## src/rtl/adder_pipe_if.sv

```systemverilog
// Operand/result handshake bundle for adder_pipe.
// The master drives operands and out_ready; the slave (the adder) drives results and in_ready.
interface adder_pipe_if #(
  parameter int WIDTH = 32
);
  logic             in_valid;
  logic             in_ready;
  logic [WIDTH-1:0] a;
  logic [WIDTH-1:0] b;
  logic             ci;
  logic             sub;
  logic             out_valid;
  logic             out_ready;
  logic [WIDTH-1:0] s;
  logic             co;
  logic             ovf;

  modport master (
    output in_valid, a, b, ci, sub, out_ready,
    input  in_ready, out_valid, s, co, ovf
  );

  modport slave (
    input  in_valid, a, b, ci, sub, out_ready,
    output in_ready, out_valid, s, co, ovf
  );
endinterface

```

## src/rtl/adder_pipe.sv

```systemverilog
// Pipelined WIDTH-bit add/subtract. Each stage resolves one CW-bit chunk and
// registers the chunk carry; the operands and the partial sum ride along with
// the token so later stages find their chunk in the token itself.
// A single global enable stalls every stage together when the result is not taken.
module adder_pipe #(
  parameter int WIDTH  = 32,
  parameter int STAGES = 4
) (
  input logic         clk,
  input logic         rst,
  adder_pipe_if.slave bus
);

  localparam int CW = WIDTH / STAGES;

  logic                          en;
  logic [STAGES-1:0][WIDTH-1:0]  a_q;
  logic [STAGES-1:0][WIDTH-1:0]  bp_q;
  logic [STAGES-1:0][WIDTH-1:0]  s_q;
  logic [STAGES-1:0]             c_q;
  logic [STAGES-1:0]             v_q;

  // The pipe only moves as a whole; a held result freezes everything behind it.
  assign en           = !v_q[STAGES-1] || bus.out_ready;
  assign bus.in_ready = en;

  for (genvar k = 0; k < STAGES; k++) begin : g_stage
    logic [WIDTH-1:0] a_i;
    logic [WIDTH-1:0] bp_i;
    logic [WIDTH-1:0] s_i;
    logic             c_i;
    logic             v_i;
    logic [CW:0]      chunk;
    logic [WIDTH-1:0] s_nxt;
    logic [WIDTH-1:0] a_r;
    logic [WIDTH-1:0] bp_r;
    logic [WIDTH-1:0] s_r;
    logic             c_r;
    logic             v_r;

    if (k == 0) begin : g_head
      // Subtract is a + ~b + 1: invert b once here and force the first carry in.
      assign a_i  = bus.a;
      assign bp_i = bus.sub ? ~bus.b : bus.b;
      assign s_i  = '0;
      assign c_i  = bus.sub | bus.ci;
      assign v_i  = bus.in_valid;
    end else begin : g_body
      assign a_i  = a_q[k-1];
      assign bp_i = bp_q[k-1];
      assign s_i  = s_q[k-1];
      assign c_i  = c_q[k-1];
      assign v_i  = v_q[k-1];
    end

    assign chunk = {1'b0, a_i[k*CW +: CW]} + {1'b0, bp_i[k*CW +: CW]} + (CW+1)'(c_i);

    // Splice this stage's chunk result into the partial sum travelling with the token.
    always_comb begin
      s_nxt = s_i;
      s_nxt[k*CW +: CW] = chunk[CW-1:0];
    end

    // Stage register: loads on every enabled edge, bubbles included, holds while stalled.
    always_ff @(posedge clk or posedge rst) begin
      if (rst) begin
        a_r  <= '0;
        bp_r <= '0;
        s_r  <= '0;
        c_r  <= 1'b0;
        v_r  <= 1'b0;
      end else if (en) begin
        a_r  <= a_i;
        bp_r <= bp_i;
        s_r  <= s_nxt;
        c_r  <= chunk[CW];
        v_r  <= v_i;
      end
    end

    assign a_q[k]  = a_r;
    assign bp_q[k] = bp_r;
    assign s_q[k]  = s_r;
    assign c_q[k]  = c_r;
    assign v_q[k]  = v_r;
  end

  assign bus.out_valid = v_q[STAGES-1];
  assign bus.s         = s_q[STAGES-1];
  assign bus.co        = c_q[STAGES-1];
  // Signed overflow: operands agree in sign but the result does not.
  assign bus.ovf       = (a_q[STAGES-1][WIDTH-1] == bp_q[STAGES-1][WIDTH-1]) &&
                         (s_q[STAGES-1][WIDTH-1] != a_q[STAGES-1][WIDTH-1]);

endmodule

```

## src/flat_wrapper.sv

```systemverilog
// flat-port wrapper written by rule: the top's interface ports become plain ports
module adder_pipe_flat 
#(
  parameter int WIDTH  = 32,
  parameter int STAGES = 4
)
  (clk, rst, bus_in_valid, bus_a, bus_b, bus_ci, bus_sub, bus_out_ready, bus_in_ready, bus_out_valid, bus_s, bus_co, bus_ovf);
  adder_pipe_if #(.WIDTH(WIDTH)) bus_i ();
  input logic clk;
  input logic rst;
  input wire logic [$bits(bus_i.in_valid)-1:0] bus_in_valid;
  input wire logic [$bits(bus_i.a)-1:0] bus_a;
  input wire logic [$bits(bus_i.b)-1:0] bus_b;
  input wire logic [$bits(bus_i.ci)-1:0] bus_ci;
  input wire logic [$bits(bus_i.sub)-1:0] bus_sub;
  input wire logic [$bits(bus_i.out_ready)-1:0] bus_out_ready;
  output wire logic [$bits(bus_i.in_ready)-1:0] bus_in_ready;
  output wire logic [$bits(bus_i.out_valid)-1:0] bus_out_valid;
  output wire logic [$bits(bus_i.s)-1:0] bus_s;
  output wire logic [$bits(bus_i.co)-1:0] bus_co;
  output wire logic [$bits(bus_i.ovf)-1:0] bus_ovf;
  assign bus_i.in_valid = bus_in_valid;
  assign bus_i.a = bus_a;
  assign bus_i.b = bus_b;
  assign bus_i.ci = bus_ci;
  assign bus_i.sub = bus_sub;
  assign bus_i.out_ready = bus_out_ready;
  assign bus_in_ready = bus_i.in_ready;
  assign bus_out_valid = bus_i.out_valid;
  assign bus_s = bus_i.s;
  assign bus_co = bus_i.co;
  assign bus_ovf = bus_i.ovf;
  adder_pipe #(.WIDTH(WIDTH), .STAGES(STAGES)) u_core (.clk(clk), .rst(rst), .bus(bus_i));
endmodule
```

## config.mk

```make
export PLATFORM = sky130hd
export DESIGN_NAME = adder_pipe_flat
export DESIGN_NICKNAME = d
export VERILOG_FILES = /design/src/rtl/adder_pipe_if.sv /design/src/rtl/adder_pipe.sv /design/src/flat_wrapper.sv
export SDC_FILE = /design/constraint.sdc
export NUM_CORES = 1
export LEC_CHECK = 0
export CORE_ASPECT_RATIO = 0.75
export CORE_MARGIN = 4
export CORE_UTILIZATION = 57
export CTS_CLUSTER_DIAMETER = 120
export CTS_CLUSTER_SIZE = 24
export DETAILED_ROUTE_END_ITERATION = 8
export DONT_BUFFER_PORTS = 1
export HOLD_SLACK_MARGIN = 0.08
export PLACE_DENSITY = 0.75
export SETUP_SLACK_MARGIN = 0.15
export SYNTH_ARGS = -nofsm -noshare
export SYNTH_HDL_FRONTEND = slang
export SYNTH_SLANG_ARGS = --single-unit
```

## constraint.sdc

```tcl
create_clock -name clk -period 5.1 [get_ports clk]
set_input_delay 0.51 -clock clk [delete_from_list [all_inputs] [get_ports clk]]
set_output_delay 0.51 -clock clk [all_outputs]
set_load 0.01 [all_outputs]
```

; Yosys cells after proc, flatten, opt, wreduce, memory -nomap -nowiden
; Cells that the tools add are included.
[classes]
n_addsub = 8
eq_ne = 2
muxes = 1
n_bitwise = 2
reduce_logical = 3
[ops]
columns = cell, count
row1 = 8-bit by 8-bit adder with 9-bit output, 4
row2 = 9-bit by 1-bit adder with 9-bit output, 4
row3 = 32-bit 2-to-1 mux, 1
row4 = 32-bit NOT, 1
row5 = 1-bit equality test, 1
row6 = 1-bit logical AND, 1
row7 = 1-bit zero test, 1
row8 = 1-bit logical OR, 1
row9 = 1-bit != test, 1
row10 = 1-bit OR, 1
[totals]
ff_bits = 344
input_bits = 70
output_inout_bits = 36
wordCells = 36

; Depth between registers and ports, before layout
[logic_depth]
depth_word = 4
ltp_mapped = 10
ltp_nobuf = 8

; Worst setup path after synthesis
; OpenSTA, ideal clock, no wires.
[synth_timing]
path_kind = input port to flip-flop
from = input bus_sub
to = register u_core.g_stage[0].s_r[6]
setup_time_ns = 0.134
arrival_ns = 2.675
t_required_ns = 4.966
setup_slack_ns = 2.291
path_stages = 10
path_buffers = 2
path_cell_list = clkbuf_1 > buf_2 > or2_2 > fa_1 > fa_1 > a21oi_1 > o211ai_1 > a21oi_1 > xor2_1 > o21ai_0
[synth_via]
elab_chain_len = 3
word_cells_on_any_way = 4
cone_classes = add/sub: 2 / mux: 1 / bitwise: 1
[synth_rtl]
columns = element, line
row1 = start: declaration, flat_wrapper.sv:15  ; input wire logic [$bits(bus_i.sub)-1:0] bus_sub;
row2 = 32-bit 2-to-1 mux, adder_pipe.sv:44  ; assign bp_i = bus.sub ? ~bus.b : bus.b;
row3 = 8-bit by 8-bit adder with 9-bit output, adder_pipe.sv:56  ; assign chunk = {1'b0, a_i[k*CW +: CW]} + {1'b0, bp_i[k*CW +: CW]} + (CW+1)'(c_i);
row4 = 9-bit by 1-bit adder with 9-bit output *, adder_pipe.sv:56
row5 = end signal: assignment, adder_pipe.sv:75  ; s_r <= s_nxt;
row6 = end: declaration, adder_pipe.sv:37  ; logic [WIDTH-1:0] s_r;
; Mark *: on every way between the ends. The rest lies on a longest branch, timed or not.
; A chain may end at the register's enable or synchronous reset.

; Final worst setup path
[layout_timing]
from = register u_core.g_stage[3].v_r, in the netlist u_core.bus.out_valid
to = output bus_in_ready
[layout_via]
elab_chain_len = 2
[layout_rtl]
columns = element, line
row1 = start: declaration, adder_pipe.sv:39  ; logic v_r;
row2 = start signal: assignment, adder_pipe.sv:77  ; v_r <= v_i;
row3 = 1-bit zero test, adder_pipe.sv:24  ; assign en = !v_q[STAGES-1] || bus.out_ready;
row4 = 1-bit logical OR, adder_pipe.sv:24
row5 = end: declaration, flat_wrapper.sv:17  ; output wire logic [$bits(bus_i.in_ready)-1:0] bus_in_ready;
; Every way passes these cells.

==> impl_metrics.csv <==
group,metric,value,unit
floorplanning,die-area,16670,µm²
detailed_routing,dr_total_vias,5642,
global_route,overflow,0,
job,maxCapViolCount,0,
synth,synth.most_common_cell,"nand2_1",
global_route,grt_max_degree,220,
worst_setup_path,critPathRequiredTime,4590,ps
detailed_routing,drc,0,
sta,slew_headroom,32.09,%
synth,synth_edf_count,0,
hold_path,hold_class,"in -> async",
synth,synth_warnings,0,
final_layout,n_antenna_cell,0,
worst_setup_path,cp-end-kind,"output port",
synth,synthArstFlopShare,100.0,%
sta,rsz0062_at_grt,"false",
detailed_routing,first_pass_iters,5,
synth,synth_flop_cell,"dfrtp_1",
synth,syn_inst,923,
place,gp_congestion,0.8285,
sta,fin_crit,2540,ps
sta,finalHoldViolCount,0,
clock_tree,worstSkewPairLatency,430,ps
clock_tree,clock_sinks,186,
sta,post-route-period-util,49.81,%
clock_tree,holdBufCountCts,0,
synth,ys_seq_elements,186,
power_and_ir_drop,switching_share,36.55,%
place,hpwl,9.867,mm
power_and_ir_drop,clockPowerShare,23.3,%
status,outcome,"finished clean",
floorplanning,die_y,112.8,µm
global_route,track_usage,19.38,%
power_and_ir_drop,power,5.832,mW
global_route,grt_pass1_wl,26.01,mm
clock_tree,cts_buffers,17,
final_layout,syn_to_final_growth,8.933,%
floorplanning,coreArea,14410,µm²
detailed_routing,first_iter_violations,472,
synth,seq_area_frac_synth,55.76,%
power_and_ir_drop,p_int,3.701,mW
power_and_ir_drop,p_seq_share,44.5,%
synth,synth.avg_cell_area,9.044,µm²
floorplanning,rows,38,
power_and_ir_drop,leakage,4.512,nW
detailed_routing,drt_wl_total,15.20,mm
global_route,antenna_found_initial,0,
final_layout,fin_nets,1007,
global_route,grt_pass1_vias,5414,
clock_tree,h-tree-depth,4,
synth,synth_top_area_cell,"dfrtp_1",
final_layout,drive_gt1_share,4.595,%
synth,synthTopCellsByArea,"dfrtp_1 56%, nand2_1 20%, ha_1 4.2%",
power_and_ir_drop,p_sw,2.131,mW
place,port_buffers,0,
worst_setup_path,path_class,"reg -> out",
sta,setup_viol,0,
sta,fmax,393.7,MHz
sta,skew,7.276,ps
floorplanning,num_io_pins,106,
floorplanning,die_x,147.7,µm
power_and_ir_drop,p_comb_share,32.2,%
worst_setup_path,worst-path-max-fanout,83,
detailed_routing,wire_per_inst,13.64,µm
detailed_routing,ant_nets,0,
sta,slew_violations,0,
detailed_routing,vias_per_cell,5.065,
clock_tree,postCtsSetupBuffers,0,
sta,tightestPinTransition,1019,ps
clock_tree,post_cts_resized,0,
synth,synth_fp_nets,1029,
worst_setup_path,cp-start-kind,"flop",
synth,yosysUniqueCellTypes,30,
power_and_ir_drop,ir_drop,312.5,µV
clock_tree,ctsLongestPathBuffers,2,
synth,synth.top_cells.by_count,"445 x nand2_1, 186 x dfrtp_1, 62 x o21ai_0, 28 x ha_1, 26 x xnor2_1",
sta,fin_setup_tns,0,ps
floorplanning,start_util,57.95,%
synth,synth_top_area_share,55.76,%
clock_tree,tritoncts,"built",
clock_tree,clkTransAtPathRegs,70,ps
clock_tree,cts-root-buf,"clkbuf_16",
power_and_ir_drop,p_per_area,641.4,nW/µm²
worst_setup_path,critPathArrivalTime,2030,ps
synth,netlist_area,8348,µm²
critical path, cell delays in order, from the launching register on:
cell     delay [ps]
dfrtp_1         410
nor2b_4         160
inv_4           550
buf_4           440
sequential cells by signal (all words and copies together) (netlist names):
register              count
u_core.g_stage.bp_r      49
u_core.bus.out_valid      1
u_core.g_stage.a_r       49
u_core.g_stage.s_r       48
u_core.g_stage.c_r        3
u_core.bus.co             1
u_core.g_stage.v_r        3
u_core.bus.s             32
layout make-up:
class / instances / area [µm²]
fillers: 1196 / 5313
multi-input cells: 681 / 3466
well taps: 200 / 250.2
clock buffers: 20 / 456.7
inverters: 11 / 47.55
flip-flops and latches: 186 / 4654
repair buffers: 4 / 55.05
clock inverters: 12 / 163.9
power groups by stage:
stage | Combinational, mW | Sequential (mW) | Clock, mW
2_1_floorplan | 1.56 | 2.51 | 0
3_3_place_gp | 1.83 | 2.61 | 0
3_5_place_dp | 1.89 | 2.63 | 0
4_1_cts | 1.91 | 2.61 | 1.39
5_1_grt | 2.22 | 2.68 | 1.46
6_report | 1.88 | 2.60 | 1.36
cell families after synthesis:
kind of cell | share of synthesized area (%)
fa+ha+maj | 6.115
xor+xnor | 5.036
flops | 55.76
buf+inv | 2.818
simple gates | 22.33
compound gates | 7.943
per-stage QoR:
| step | instance area [µm²] | hold WS, ps | setup WS, ps | cells | util (%) |
|---|---|---|---|---|---|
| 2_1_floorplan | 8352 | 430.0 | 2197 | 923 | - |
| 3_3_place_gp | 8473 | 443.3 | 2551 | 1082 | 58.82 |
| 3_5_place_dp | 8473 | 452.2 | 2488 | 1082 | 58.82 |
| 4_1_cts | 9094 | 172.5 | 2528 | 1114 | 63.12 |
| 5_1_grt | 9094 | 174.5 | 2394 | 1114 | 63.12 |
| 6_report | 9094 | 181.7 | 2560 | 1114 | 63.12 |
cell usage in the layout (no fill, tap or decap), types with 2 or more instances in the layout:
cell | synthesis | routed
buf_4 | 0 | 2
nor2_1 | 15 | 15
a21o_1 | 6 | 6
clkinvlp_4 | 0 | 5
nor3_1 | 11 | 11
xnor2_1 | 26 | 26
o31a_1 | 2 | 2
nand2_1 | 445 | 445
clkinv_4 | 0 | 2
or2_2 | 2 | 2
o21a_1 | 2 | 2
bufinv_16 | 0 | 3
fa_1 | 8 | 8
o21ai_0 | 62 | 62
nand2b_1 | 3 | 3
a211oi_1 | 9 | 9
nor2b_1 | 3 | 2
or3_1 | 3 | 3
o21bai_1 | 4 | 4
o31ai_1 | 2 | 2
o211ai_1 | 2 | 2
dfrtp_1 | 186 | 186
a21oi_1 | 17 | 17
nor2b_4 | 1 | 2
ha_1 | 28 | 28
clkbuf_8 | 0 | 2
buf_12 | 0 | 2
xor2_1 | 22 | 22
a31oi_1 | 5 | 5
inv_1 | 11 | 9
clkbuf_16 | 0 | 17
inv_6 | 0 | 3
worst paths after layout:
check | to | start | slack [ps] | cells past startpoint
setup / recovery | bus_in_ready | u_core.bus.out_valid | 2560 | 3
hold / removal | u_core.bus.s[9] | rst | 180 | 2
setup reg to reg | u_core.bus.s[30] | u_core.g_stage[2].c_r | 2750 | 7
hold reg to reg | u_core.g_stage[2].v_r | u_core.g_stage[2].v_r | 460 | 2
max in group asynchronous | u_core.g_stage[1].a_r[22] | rst | 4120 | 2
min in group clk | u_core.g_stage[0].a_r[17] | bus_a[17] | 190 | 2
routing by layer:
layer	part of all wire, %	wire (µm)	GRT usage [%]
met1	49	7391	28.04
met2	45	6774	28.31
met4	1.6	250	7.635
met5	0	0	0
met3	5.2	783	5.044
Note: power is estimated with default switching activity, not from simulation.
